==> config.mk <==
export PLATFORM = sky130hd
export DESIGN_NAME = mips_debug_loader
export DESIGN_NICKNAME = d
export VERILOG_FILES = /design/src/rtl/mips_debug_loader.sv
export SDC_FILE = /design/constraint.sdc
export NUM_CORES = 1
export LEC_CHECK = 0
export ABC_AREA = 1
export CORE_MARGIN = 5
export CORE_UTILIZATION = 55
export CTS_BUF_LIST = sky130_fd_sc_hd__clkbuf_4 sky130_fd_sc_hd__clkbuf_8
export DETAILED_ROUTE_END_ITERATION = 8
export HOLD_SLACK_MARGIN = 0.05
export PLACE_DENSITY = 0.82
export SLEW_MARGIN = 20
export SYNTH_ARGS = -nofsm -noshare
export SYNTH_HDL_FRONTEND = slang
export SYNTH_SLANG_ARGS = --single-unit
==> constraint.sdc <==
create_clock -name clk -period 1.55 [get_ports clk]
set_input_delay 0.155 -clock clk [delete_from_list [all_inputs] [get_ports clk]]
set_output_delay 0.155 -clock clk [all_outputs]
set_load 0.01 [all_outputs]
==> src/rtl/mips_debug_loader.sv <==
// Host-side loader/debug controller for the mips core: takes command and data bytes from the UART,
// writes program words into instruction memory, drives core stall/reset, and returns the PC as bytes.
module mips_debug_loader #(
  parameter int SIZE   = 32,
  parameter int ADDR_W = 8
) (
  input  logic              clk,
  input  logic              rst,
  input  logic [7:0]        i_rx_data,
  input  logic              i_rx_valid,
  output logic              o_rx_ready,
  output logic [7:0]        o_tx_data,
  output logic              o_tx_valid,
  input  logic              i_tx_ready,
  input  logic [SIZE-1:0]   i_pc,
  output logic              o_imem_we,
  output logic [ADDR_W-1:0] o_imem_addr,
  output logic [SIZE-1:0]   o_imem_data,
  output logic              o_stall,
  output logic              o_cpu_rst
);

  localparam int NB  = SIZE / 8;
  localparam int BCW = (NB > 1) ? $clog2(NB) : 1;
  localparam logic [BCW-1:0] LAST_B = BCW'(NB - 1);

  localparam logic [7:0] CMD_LOAD = 8'h4C;
  localparam logic [7:0] CMD_RUN  = 8'h52;
  localparam logic [7:0] CMD_STEP = 8'h53;
  localparam logic [7:0] CMD_HALT = 8'h48;
  localparam logic [7:0] CMD_PC   = 8'h50;

  // state     | meaning
  // IDLE      | decode one command byte per accept
  // LOAD_CNT  | next byte is the word count (0 means 256)
  // LOAD_DATA | assemble little-endian words, one imem write per word
  // SEND      | stream captured PC to host, LSB first
  typedef enum logic [1:0] {IDLE, LOAD_CNT, LOAD_DATA, SEND} state_t;

  state_t            state_q, state_d;
  logic              run_q, run_d;
  logic              stall_q, stall_d;
  logic              cpu_rst_q, cpu_rst_d;
  logic              imem_we_q, imem_we_d;
  logic [ADDR_W-1:0] imem_addr_q, imem_addr_d;
  logic [SIZE-1:0]   imem_data_q, imem_data_d;
  logic              tx_valid_q, tx_valid_d;
  logic [7:0]        tx_data_q, tx_data_d;
  logic [8:0]        rem_q, rem_d;
  logic [ADDR_W-1:0] widx_q, widx_d;
  logic [BCW-1:0]    bcnt_q, bcnt_d;
  logic [BCW-1:0]    scnt_q, scnt_d;
  logic [SIZE-9:0]   asm_q, asm_d;
  logic [SIZE-1:0]   pc_q, pc_d;

  logic              rx_fire;
  logic              tx_fire;
  logic [SIZE-1:0]   full_word;

  assign o_rx_ready = (state_q != SEND);
  assign rx_fire    = i_rx_valid && (state_q != SEND);
  assign tx_fire    = tx_valid_q && i_tx_ready;
  // The incoming byte lands on top; earlier bytes sit lower, giving little-endian order.
  assign full_word  = {i_rx_data, asm_q};

  always_comb begin
    state_d     = state_q;
    run_d       = run_q;
    stall_d     = ~run_q;
    cpu_rst_d   = cpu_rst_q;
    imem_we_d   = 1'b0;
    imem_addr_d = imem_addr_q;
    imem_data_d = imem_data_q;
    tx_valid_d  = tx_valid_q;
    tx_data_d   = tx_data_q;
    rem_d       = rem_q;
    widx_d      = widx_q;
    bcnt_d      = bcnt_q;
    scnt_d      = scnt_q;
    asm_d       = asm_q;
    pc_d        = pc_q;

    unique case (state_q)
      IDLE: begin
        cpu_rst_d = 1'b0;
        if (rx_fire) begin
          case (i_rx_data)
            CMD_LOAD: begin
              run_d     = 1'b0;
              stall_d   = 1'b1;
              cpu_rst_d = 1'b1;
              state_d   = LOAD_CNT;
            end
            CMD_RUN: begin
              run_d   = 1'b1;
              stall_d = 1'b0;
            end
            CMD_STEP: begin
              if (!run_q) stall_d = 1'b0;
            end
            CMD_HALT: begin
              run_d   = 1'b0;
              stall_d = 1'b1;
            end
            CMD_PC: begin
              pc_d       = i_pc;
              tx_data_d  = i_pc[7:0];
              tx_valid_d = 1'b1;
              scnt_d     = '0;
              state_d    = SEND;
            end
            default: ;
          endcase
        end
      end

      LOAD_CNT: begin
        if (rx_fire) begin
          rem_d   = (i_rx_data == 8'd0) ? 9'd256 : {1'b0, i_rx_data};
          widx_d  = '0;
          bcnt_d  = '0;
          state_d = LOAD_DATA;
        end
      end

      LOAD_DATA: begin
        if (rx_fire) begin
          asm_d = full_word[SIZE-1:8];
          if (bcnt_q == LAST_B) begin
            bcnt_d      = '0;
            imem_we_d   = 1'b1;
            imem_addr_d = widx_q;
            imem_data_d = full_word;
            widx_d      = widx_q + ADDR_W'(1);
            rem_d       = rem_q - 9'd1;
            // Core reset is released by IDLE one cycle after the final write.
            if (rem_q == 9'd1) state_d = IDLE;
          end else begin
            bcnt_d = bcnt_q + BCW'(1);
          end
        end
      end

      SEND: begin
        if (tx_fire) begin
          if (scnt_q == LAST_B) begin
            tx_valid_d = 1'b0;
            state_d    = IDLE;
          end else begin
            scnt_d    = scnt_q + BCW'(1);
            pc_d      = pc_q >> 8;
            tx_data_d = pc_q[15:8];
          end
        end
      end

      default: state_d = IDLE;
    endcase
  end

  always_ff @(posedge clk) begin
    if (rst) begin
      state_q     <= IDLE;
      run_q       <= 1'b0;
      stall_q     <= 1'b1;
      cpu_rst_q   <= 1'b1;
      imem_we_q   <= 1'b0;
      imem_addr_q <= '0;
      imem_data_q <= '0;
      tx_valid_q  <= 1'b0;
      tx_data_q   <= '0;
      rem_q       <= '0;
      widx_q      <= '0;
      bcnt_q      <= '0;
      scnt_q      <= '0;
      asm_q       <= '0;
      pc_q        <= '0;
    end else begin
      state_q     <= state_d;
      run_q       <= run_d;
      stall_q     <= stall_d;
      cpu_rst_q   <= cpu_rst_d;
      imem_we_q   <= imem_we_d;
      imem_addr_q <= imem_addr_d;
      imem_data_q <= imem_data_d;
      tx_valid_q  <= tx_valid_d;
      tx_data_q   <= tx_data_d;
      rem_q       <= rem_d;
      widx_q      <= widx_d;
      bcnt_q      <= bcnt_d;
      scnt_q      <= scnt_d;
      asm_q       <= asm_d;
      pc_q        <= pc_d;
    end
  end

  assign o_stall     = stall_q;
  assign o_cpu_rst   = cpu_rst_q;
  assign o_imem_we   = imem_we_q;
  assign o_imem_addr = imem_addr_q;
  assign o_imem_data = imem_data_q;
  assign o_tx_valid  = tx_valid_q;
  assign o_tx_data   = tx_data_q;

endmodule
==> results_dict.tcl <==
set metrics [dict create \
    first_pass_iters 6 \
    max-cap-violations 0 \
    cp-end-kind "output port" \
    dpl.hpwl_um 9220 \
    fin_nets 984 \
    critPathKind "reg2out" \
    cts_buffers 17 \
    hold_depth 5 \
    drv_slew 0 \
    first_global_vias 4895 \
    cp_data_required_time_ns 1.39 \
    grt_pass1_wl_um 22500 \
    yosys_register_bits 124 \
    whs_ns 0.388 \
    crit_family "buffers and inverters" \
    grt_use_total 0.216 \
    crit_buf_inv 1 \
    r2r-start "state_q[0]$_SDFFE_PP0P_" \
    mostFrequentLayoutCell "nand2_1" \
    seq_area_frac_synth 0.438 \
    dp_cells 1048 \
    cpMaxStageDelayCell "clkdlybuf4s50_1" \
    power.internal_mw 4.66 \
    grt_max_degree 42 \
    hold_path_startpoint "i_pc[24]" \
    peakVddDrop_uv 610 \
    avgSynthCellArea_um2 6.85 \
    drt_drc_violations_left 0 \
    swShare 0.280 \
    yosys_warnings 0 \
    place.gp.congestion 0.888 \
    path_cells "clkdlybuf4s50_1" \
    postSynthCellCount 828 \
    synth_area_leaders "dfxtp_1, nand2_1, nor2_1" \
    dr_total_vias 5423 \
    r2r-end "pc_q[31]$_SDFFE_PP0P_" \
    cts.clk_slew.worst_paths_ns 0.08 \
    yosys.area.top_type_share 0.438 \
    slowest_delay_ns 0.58 \
    ff2ff_path_depth 9 \
    wl_per_cell_um 12.8 \
    ys_types 28 \
    ant_nets 0 \
    p_leak_nw 3.27 \
    status "complete, no violations" \
    drive_gt1_frac 0.110 \
    insertion_delay_ns 0.43 \
    power_mw 6.48 \
    synth_fp_nets 877 \
    overflow 0 \
    final_cells 1084 \
    layout_common_cells "nand2_1, nor2_1, dfxtp_1" \
    place.port_buffers 96 \
    finalCritPeriodShare 0.969 \
    drt_iter0_markers 385 \
    power_frac_clock 0.415 \
    area_growth_pct 29.1 \
    combPwrFrac 0.083 \
    crit_path_start_kind "flip-flop" \
    fin_tns_setup_ns 0 \
    fin_skew_ns 0.0175 \
    tightest_slew_ns 0.406 \
    ff2ff_setup_slack_ns 0.06 \
    num_rows 37 \
    period_needed_ns 1.50 \
    syn_area_mm2 0.00567 \
    rsz0062_at_grt "true" \
    place_area_mm2 0.00684 \
    max_freq_mhz 666 \
    chipHeight_um 112 \
    holdPathEnd "pc_q[24]$_SDFFE_PP0P_" \
    antenna_found_initial 0 \
    stdcell_area_mm2 0.00732 \
    hold_viol 0 \
    cts_htree_levels 4 \
    crit_arrival_ns 1.35 \
    path_max_fanout 2 \
    core-area_mm2 0.0102 \
    p_seq_frac 0.502 \
    via_per_inst 5.00 \
    num-fill-cells 837 \
    cts_sinks 124 \
    power.switching_mw 1.81 \
    power.density_mw_per_mm2 884 \
    cts_max_path_buffers 2 \
    initial_core_util 0.557 \
    synth.largest_area_cell "dfxtp_1" \
    finalSetupViolations 0 \
    dieArea_mm2 0.0124 \
    slew_headroom 0.729 \
    hold_path.class "in2reg" \
    cts_root_buf "clkbuf_8" \
    wirelength_um 13900 \
    die_w_um 112 \
    cts_tree "built" \
    antenna_cells 0 \
    io_pins 97 \
]
kinds of logic (layout without fill, tap and decap cells):
| kind of cell | Yosys count | after routing | share of synthesized area |
|---|---|---|---|
| buffers and inverters | 148 | 268 | 0.122 |
| XOR/XNOR | 1 | 1 | 0.00154 |
| AND/OR/NAND/NOR | 407 | 407 | 0.300 |
| AO/OA/AOI/OAI | 143 | 143 | 0.128 |
| adder cells (fa/ha/maj) | 5 | 5 | 0.0110 |
| flip-flops | 124 | 124 | 0.438 |
cells in the mapped netlist:
| cell type | n |
|---|---|
| o211ai_1 | 1 |
| clkinv_4 | 1 |
| dfxtp_1 | 124 |
| a21oi_1 | 64 |
| inv_1 | 88 |
| buf_2 | 8 |
| o21ai_1 | 11 |
| ha_1 | 5 |
| nor2_8 | 1 |
| o211a_1 | 1 |
| nand2_4 | 1 |
| inv_2 | 6 |
| clkbuf_1 | 22 |
| nand3_1 | 62 |
| xnor2_1 | 1 |
| nor2_1 | 136 |
| nand2_1 | 192 |
| nand2_2 | 1 |
| buf_1 | 2 |
| nand3_2 | 1 |
| nor2_2 | 2 |
| nand4_1 | 2 |
| buf_6 | 11 |
| o21ai_0 | 66 |
| nand3_4 | 2 |
| nor3_1 | 4 |
| buf_4 | 10 |
| nor2_4 | 3 |
power groups by stage:
stage	Combinational [mW]	Sequential [mW]	Clock, mW
2_1_floorplan	0.266	3.32	0
3_3_place_gp	0.518	3.32	0
3_5_place_dp	0.521	3.32	0
4_1_cts	0.527	3.25	2.73
5_1_grt	0.594	3.25	2.87
6_report	0.540	3.25	2.69
routing by layer:
| layer | track usage | up-vias | routed length [um] |
|---|---|---|---|
| met5 | 0 | - | 0 |
| met4 | 0.0543 | 0 | 172 |
| met3 | 0.0462 | 14 | 812 |
| met2 | 0.366 | 178 | 6600 |
| met1 | 0.283 | 2424 | 6300 |
| li1 | - | 2807 | - |
what timing repair did:
action	in CTS	in global routing
endpoints found under the setup margin	3	59
setup buffers	0	2
resized for setup	2	15
gates cloned	0	2
pin swaps	0	1
hold buffers	0	0
metrics by stage:
stage          worst slack [ns]   util
2_1_floorplan             0.162      -
3_3_place_gp             -0.172  0.672
3_5_place_dp             -0.230  0.672
4_1_cts                  0.0158  0.709
5_1_grt                 -0.0398  0.719
6_report                 0.0477  0.719
flip-flops by register name (all words and copies together) (netlist names), 2 cells and up:
register / cells
scnt_q: 2
rem_q: 9
o_imem_data: 32
o_imem_addr: 8
asm_q: 24
state_q: 2
widx_q: 8
bcnt_q: 2
o_tx_data: 7
pc_q: 25
final cells by class:
| cell class | instances | area, um^2 | area share |
|---|---|---|---|
| clock buffers | 17 | 234 | 0.0319 |
| clock inverters | 15 | 146 | 0.0200 |
| inverters | 95 | 362 | 0.0494 |
| multi-input cells | 556 | 2520 | 0.344 |
| flip-flops and latches | 124 | 2490 | 0.340 |
| well taps | 136 | 170 | 0.0232 |
| repair buffers | 141 | 1410 | 0.192 |
worst min-delay path: stages:
cell             delay (ns)
clkdlybuf4s50_1        0.39
inv_1                  0.05
nor2_1                 0.04
nor2_1                 0.09
nor2_1                 0.04
worst max path at each step:
| stage | start | endpoint | cells past startpoint |
|---|---|---|---|
| 4_1_cts | state_q[0]$_SDFFE_PP0P_ | pc_q[31]$_SDFFE_PP0P_ | 10 |
| 2_1_floorplan | state_q[0]$_SDFFE_PP0P_ | o_tx_data[0]$_SDFFE_PP0P_ | 11 |
| 6_report | o_imem_addr[7]$_SDFFE_PP0P_ | o_imem_addr[7] | 1 |
| 3_3_place_gp | i_rx_data[0] | pc_q[12]$_SDFFE_PP0P_ | 8 |
| 3_5_place_dp | i_rx_data[0] | pc_q[20]$_SDFFE_PP0P_ | 8 |
| 5_1_grt | state_q[0]$_SDFFE_PP0P_ | pc_q[19]$_SDFFE_PP0P_ | 9 |
Note: power is estimated with default switching activity, not from simulation.
==> RTL change 1, RTL diff (same flow settings) <==
`ADDR_W`: 8 -> 9.
--- a/src/rtl/mips_debug_loader.sv
+++ b/src/rtl/mips_debug_loader.sv
@@ -4,3 +4,3 @@
   parameter int SIZE   = 32,
-  parameter int ADDR_W = 8
+  parameter int ADDR_W = 9
 ) (
Ports: changed (resized o_imem_addr); port bits go from 97 to 98. No check against the original RTL was run, so the function may have changed too.
==> RTL change 1 against the original RTL <==
Wire length rose by 19%. Final area rose by 3.6%. Critical endpoint is now pc_q[15]$_SDFFE_PP0P_. Highest routed layer is now met5. Largest cell class is now registers. Worst setup slack got worse by 45 ps. Synthesized area fell by 2.4%. Sequential cell count rose by 2. Hold slack improved by 5.6 ps.
Power is not compared: it rests on default switching activity, and its combinational part moved more than twofold at a synthesized area within 25%.
==> RTL change 1: results (changes against the original RTL) <==
Layout
  – Seq cells: 126 (was 124)
  – Non-clk buf share: 21.0% (was 19.2%)
  – Final-layout clock-cell area share: 5.84% (was 5.19%)
  – Nets@finish: 1,001 (was 984)
  – Multi-input gate share of the layout cell area: 32.9% (was 34.4%)
  – Clkbuf count: 17 (unchanged)
  – # fillers: 706 (was 837)

Worst setup path
  – CP max stage cell: dfxtp_2 (was clkdlybuf4s50_1)
  – Worst Path Arrival: 1930 ps (was 1350 ps)
  – Critical R2R Launch: scnt_q[1]$_SDFFE_PP0P_ (was state_q[0]$_SDFFE_PP0P_)
  – R2r endpoint: pc_q[15]$_SDFFE_PP0P_ (was pc_q[31]$_SDFFE_PP0P_)
  – Flop-to-flop setup slack: 2 ps (was 60 ps)
  – Crit path max-delay family: simple AND/OR/NAND/NOR gates (was buffers and inverters)
  – Crit Path Max Fanout: 15 (was 2)
  – FF-to-FF path depth: 11 (was 9)
  – CP peak stage delay: 340 ps (was 580 ps)

Clock tree
  – CTS resizes: 5 (was 2)
  – Clock insertion delay at the later pin of the skew report: 450 ps (was 430 ps)

Synthesis
  – Synth warn: 0 (unchanged)
  – Share of the yosys chip area belonging to registers: 45.6% (was 43.8%)
  – Post-Synthesis Cells: 825 (was 828)
  – Dominant cells by area after synthesis: dfxtp_1 46%, nand2_1 16%, nor2_1 8.3% (was dfxtp_1 44%, nand2_1 13%, nor2_1 9.0%)
  – Synth cell count leaders: 233 x nand2_1, 126 x dfxtp_1, 123 x nor2_1 (was 192 x nand2_1, 136 x nor2_1, 124 x dfxtp_1)

Placed design
  – Post-placement setup slack: -265 ps (was -230 ps)
  – PortBufs: 97 (was 96)
  – # placed instances: 1,056 (was 1,048)
  – Post-DP Area: 6870 sq um (was 6840 sq um)
  – RePlAce Congestion: 0.898 (was 0.888)
  – Dpl hpwl: 10,500 um (was 9220 um)

Hold path
  – Hold_sp: i_pc[27] (was i_pc[24])
  – Hold endpoint: pc_q[27]$_SDFFE_PP0P_ (was pc_q[24]$_SDFFE_PP0P_)

Detailed routing
  – Average wire per standard cell: 15.0 um (was 12.8 um)
  – Wire length on met1: 6530 um (was 6300 um)
  – DR WL met2: 8210 um (was 6600 um)
  – Top Metal Used: met5 (was met4)
  – WL final: 16,500 um (was 13,900 um)
  – DR iter-0 viols: 432 (was 385)
  – Vias after detailed routing: 5,772 (was 5,423)
  – Metal3 WL: 1320 um (was 812 um)
  – Drt first pass iters: 8 (was 6)

Global routing
  – First-pass GRT wire length: 24,700 um (was 22,500 um)
  – Total GRT Usage: 25.7% (was 21.6%)
  – Largest net degree at the start of global routing: 60 (was 42)
  – Antenna violations before repair: 1 (was 0)
  – Met2 usage: 44.6% (was 36.6%)
  – Met3 Use GR: 7.75% (was 4.62%)

STA
  – Actual slew at the worst max-slew pin: 389 ps (was 406 ps)
  – Final Skew: 16.3 ps (was 17.5 ps)

Run status
  – Status: complete, no violations (unchanged)
## RTL change 1: cells by family (layout without fill, tap and decap cells)
group	Yosys count	after routing	synth area share [%]
fa+ha+maj	5	5	1.13
compound gates	147	147	13.4
buf+inv	143	282	10.9
simple gates	404	404	29.0
flops	126	126	45.6
## RTL change 1: how the worst max path moves through the flow
stage	end	slack (ps)
floorplan	pc_q[10]$_SDFFE_PP0P_	120
global placement	pc_q[19]$_SDFFE_PP0P_	-250
detailed placement	pc_q[19]$_SDFFE_PP0P_	-270
CTS	o_rx_ready	1
global route	pc_q[15]$_SDFFE_PP0P_	-90
finish	pc_q[15]$_SDFFE_PP0P_	2
## RTL change 1: where the power goes
part / internal (mW) / total (mW) / leakage (nW) / switching [mW]
Sequential: 3.43 / 3.54 / 1.02 / 0.109
Clock: 1.78 / 3.22 / 0.219 / 1.44
Combinational: 0.597 / 1.36 / 2.26 / 0.764
==> RTL change 2, RTL diff (config.mk and constraints unchanged) <==
Without the edit above. Re-encode `state_t` (4 states) as Gray code, 2 bits wide.
--- a/src/rtl/mips_debug_loader.sv
+++ b/src/rtl/mips_debug_loader.sv
@@ -37,3 +37,3 @@
   // SEND      | stream captured PC to host, LSB first
-  typedef enum logic [1:0] {IDLE, LOAD_CNT, LOAD_DATA, SEND} state_t;
+  typedef enum logic [1:0] {IDLE = 2'b00, LOAD_CNT = 2'b01, LOAD_DATA = 2'b11, SEND = 2'b10} state_t;
 
Function: same outputs for any inputs over 4 cycles, from zero or initial values and one cycle with rst high; so few cycles prove little.
==> RTL change 2 against the original RTL <==
Critical path type unchanged. Sequential cell count unchanged. Final area decreased by 4.7%. Synthesized area decreased by 6.5%. Highest routed layer unchanged. Cell count decreased by 10%. Hold slack got worse by 83 ps. Synthesized cell count decreased by 13%. Largest cell class is now registers. Critical endpoint is now o_imem_data[20]. Global-route usage increased by 2.8 points. First-iteration DRC count decreased by 18%. Wire length increased by 0.84%. Worst setup slack got worse by 5.7 ps. Count of clock-buffer cells in the layout unchanged.
Power is not compared: it rests on default switching activity, and its combinational part moved more than twofold at a synthesized area within 25%.
==> RTL change 2: results (changes against the original RTL) <==
STA
  – Worst rel slew slack: 83.0% (was 72.9%)
  – Final Skew: 18.4 ps (was 17.5 ps)
  – Worst hold margin: 305 ps (was 388 ps)

Worst setup path
  – Crit Path Max Fanout: 2 (unchanged)
  – CP peak stage delay: 550 ps (was 580 ps)
  – CP max stage cell: clkdlybuf4s50_1 (unchanged)
  – Flop-to-flop setup slack: 110 ps (was 60 ps)

Synthesis
  – Share of the yosys chip area belonging to registers: 46.8% (was 43.8%)
  – Synth cell count leaders: 163 x nand2_1, 124 x dfxtp_1, 89 x a21oi_1 (was 192 x nand2_1, 136 x nor2_1, 124 x dfxtp_1)
  – Syn Nets: 772 (was 877)
  – Post-synth ARST share: 0% (unchanged)
  – Post-Synthesis Cells: 723 (was 828)
  – Synth warn: 0 (unchanged)
  – Cell variety after synth: 30 (was 28)
  – Dominant cells by area after synthesis: dfxtp_1 47%, nand2_1 12%, a21oi_1 8.4% (was dfxtp_1 44%, nand2_1 13%, nor2_1 9.0%)

Global routing
  – Largest net degree at the start of global routing: 46 (was 42)
  – Number of global-route vias before repair: 4,928 (was 4,895)
  – Total GRT Usage: 24.4% (was 21.6%)
  – First-pass GRT wire length: 23,100 um (was 22,500 um)

Power and ir drop
  – Leak: 2.84 nW
  – VDD IR max: 0.000726 V

Layout
  – # fillers: 688 (was 837)
  – Share of layout cells above drive strength 1: 12.7% (was 11.0%)
  – Nets@finish: 880 (was 984)
  – Diode count: 0 (unchanged)

Clock tree
  – Post-CTS Setup Inserts: 0 (unchanged)
  – Clock Pin Slew Worst Setup and Hold Paths: 80 ps (about the same)
  – Hold_buf cts: 0 (unchanged)

Detailed routing
  – Vias/cell: 5.34 (was 5.00)
  – Drt first pass iters: 5 (was 6)
  – Average wire per standard cell: 14.4 um (was 12.8 um)
  – WL final: 14,000 um (was 13,900 um)
  – DR iter-0 viols: 316 (was 385)

Run status
  – Status: complete, no violations (unchanged)

Placed design
  – RePlAce Congestion: 0.849 (was 0.888)
  – PortBufs: 96 (unchanged)
  – # placed instances: 941 (was 1,048)
  – Dpl hpwl: 9900 um (was 9220 um)

Hold path
  – Hold/Removal Path Class: input pin to register (unchanged)
[RTL change 2: power groups by stage]
stage,Clock (mW),Sequential [mW],Combinational [mW]
6_report,2.87,3.45,1.42
5_1_grt,3.06,3.46,1.58
4_1_cts,2.89,3.44,1.40
3_5_place_dp,0,3.51,1.39
3_3_place_gp,0,3.51,1.34
2_1_floorplan,0,3.50,0.942
[RTL change 2: per-layer routing]
metal / GRT usage, % / routed length, um
met1: 32.3 / 6210
met2: 39.6 / 6730
met3: 5.31 / 765
met4: 8.21 / 289
met5: 0 / 0
[RTL change 2: cell families after synthesis]
family | after synthesis | synth area share (%)
compound gates | 187 | 18.2
fa+ha+maj | 5 | 1.18
buf+inv | 121 | 10.8
flops | 124 | 46.8
simple gates | 286 | 23.0
[RTL change 2: layout make-up]
cell class,instances,area share [%]
timing repair buffer,141,20.0
inverter,69,3.82
sequential,124,35.6
tap,129,2.31
multi-input combinational,478,32.5
clock buffer,17,3.35
clock inverter,15,2.40
[RTL change 2: final timing paths]
path | startpoint | end | cells after the start
worst min register to register | asm_q[2]$_SDFFE_PP0N_ | o_imem_data[2]$_SDFFE_PP0P_ | 2
worst max register to register | bcnt_q[0]$_SDFFE_PP0P_ | widx_q[5]$_SDFFE_PP0P_ | 8
worst min-delay path | i_pc[29] | pc_q[29]$_SDFFE_PP0P_ | 3
worst max-delay path | o_imem_data[20]$_SDFFE_PP0P_ | o_imem_data[20] | 1
[RTL change 2: timing repair]
action / CTS / global route
endpoints found under the setup margin: 2 / 26
gates resized for setup: 4 / 13
pin swaps: 0 / 0
[RTL change 2: per-stage QoR]
stage	TNS [ps]	setup WS (ps)	cell area [sq um]
after floorplan	0	185	5300
after global placement	-5960	-155	6540
after detailed placement	-8340	-258	6540
after CTS	0	5.97	6950
after global routing	-71.2	-49.1	6980
final	0	42.0	6980
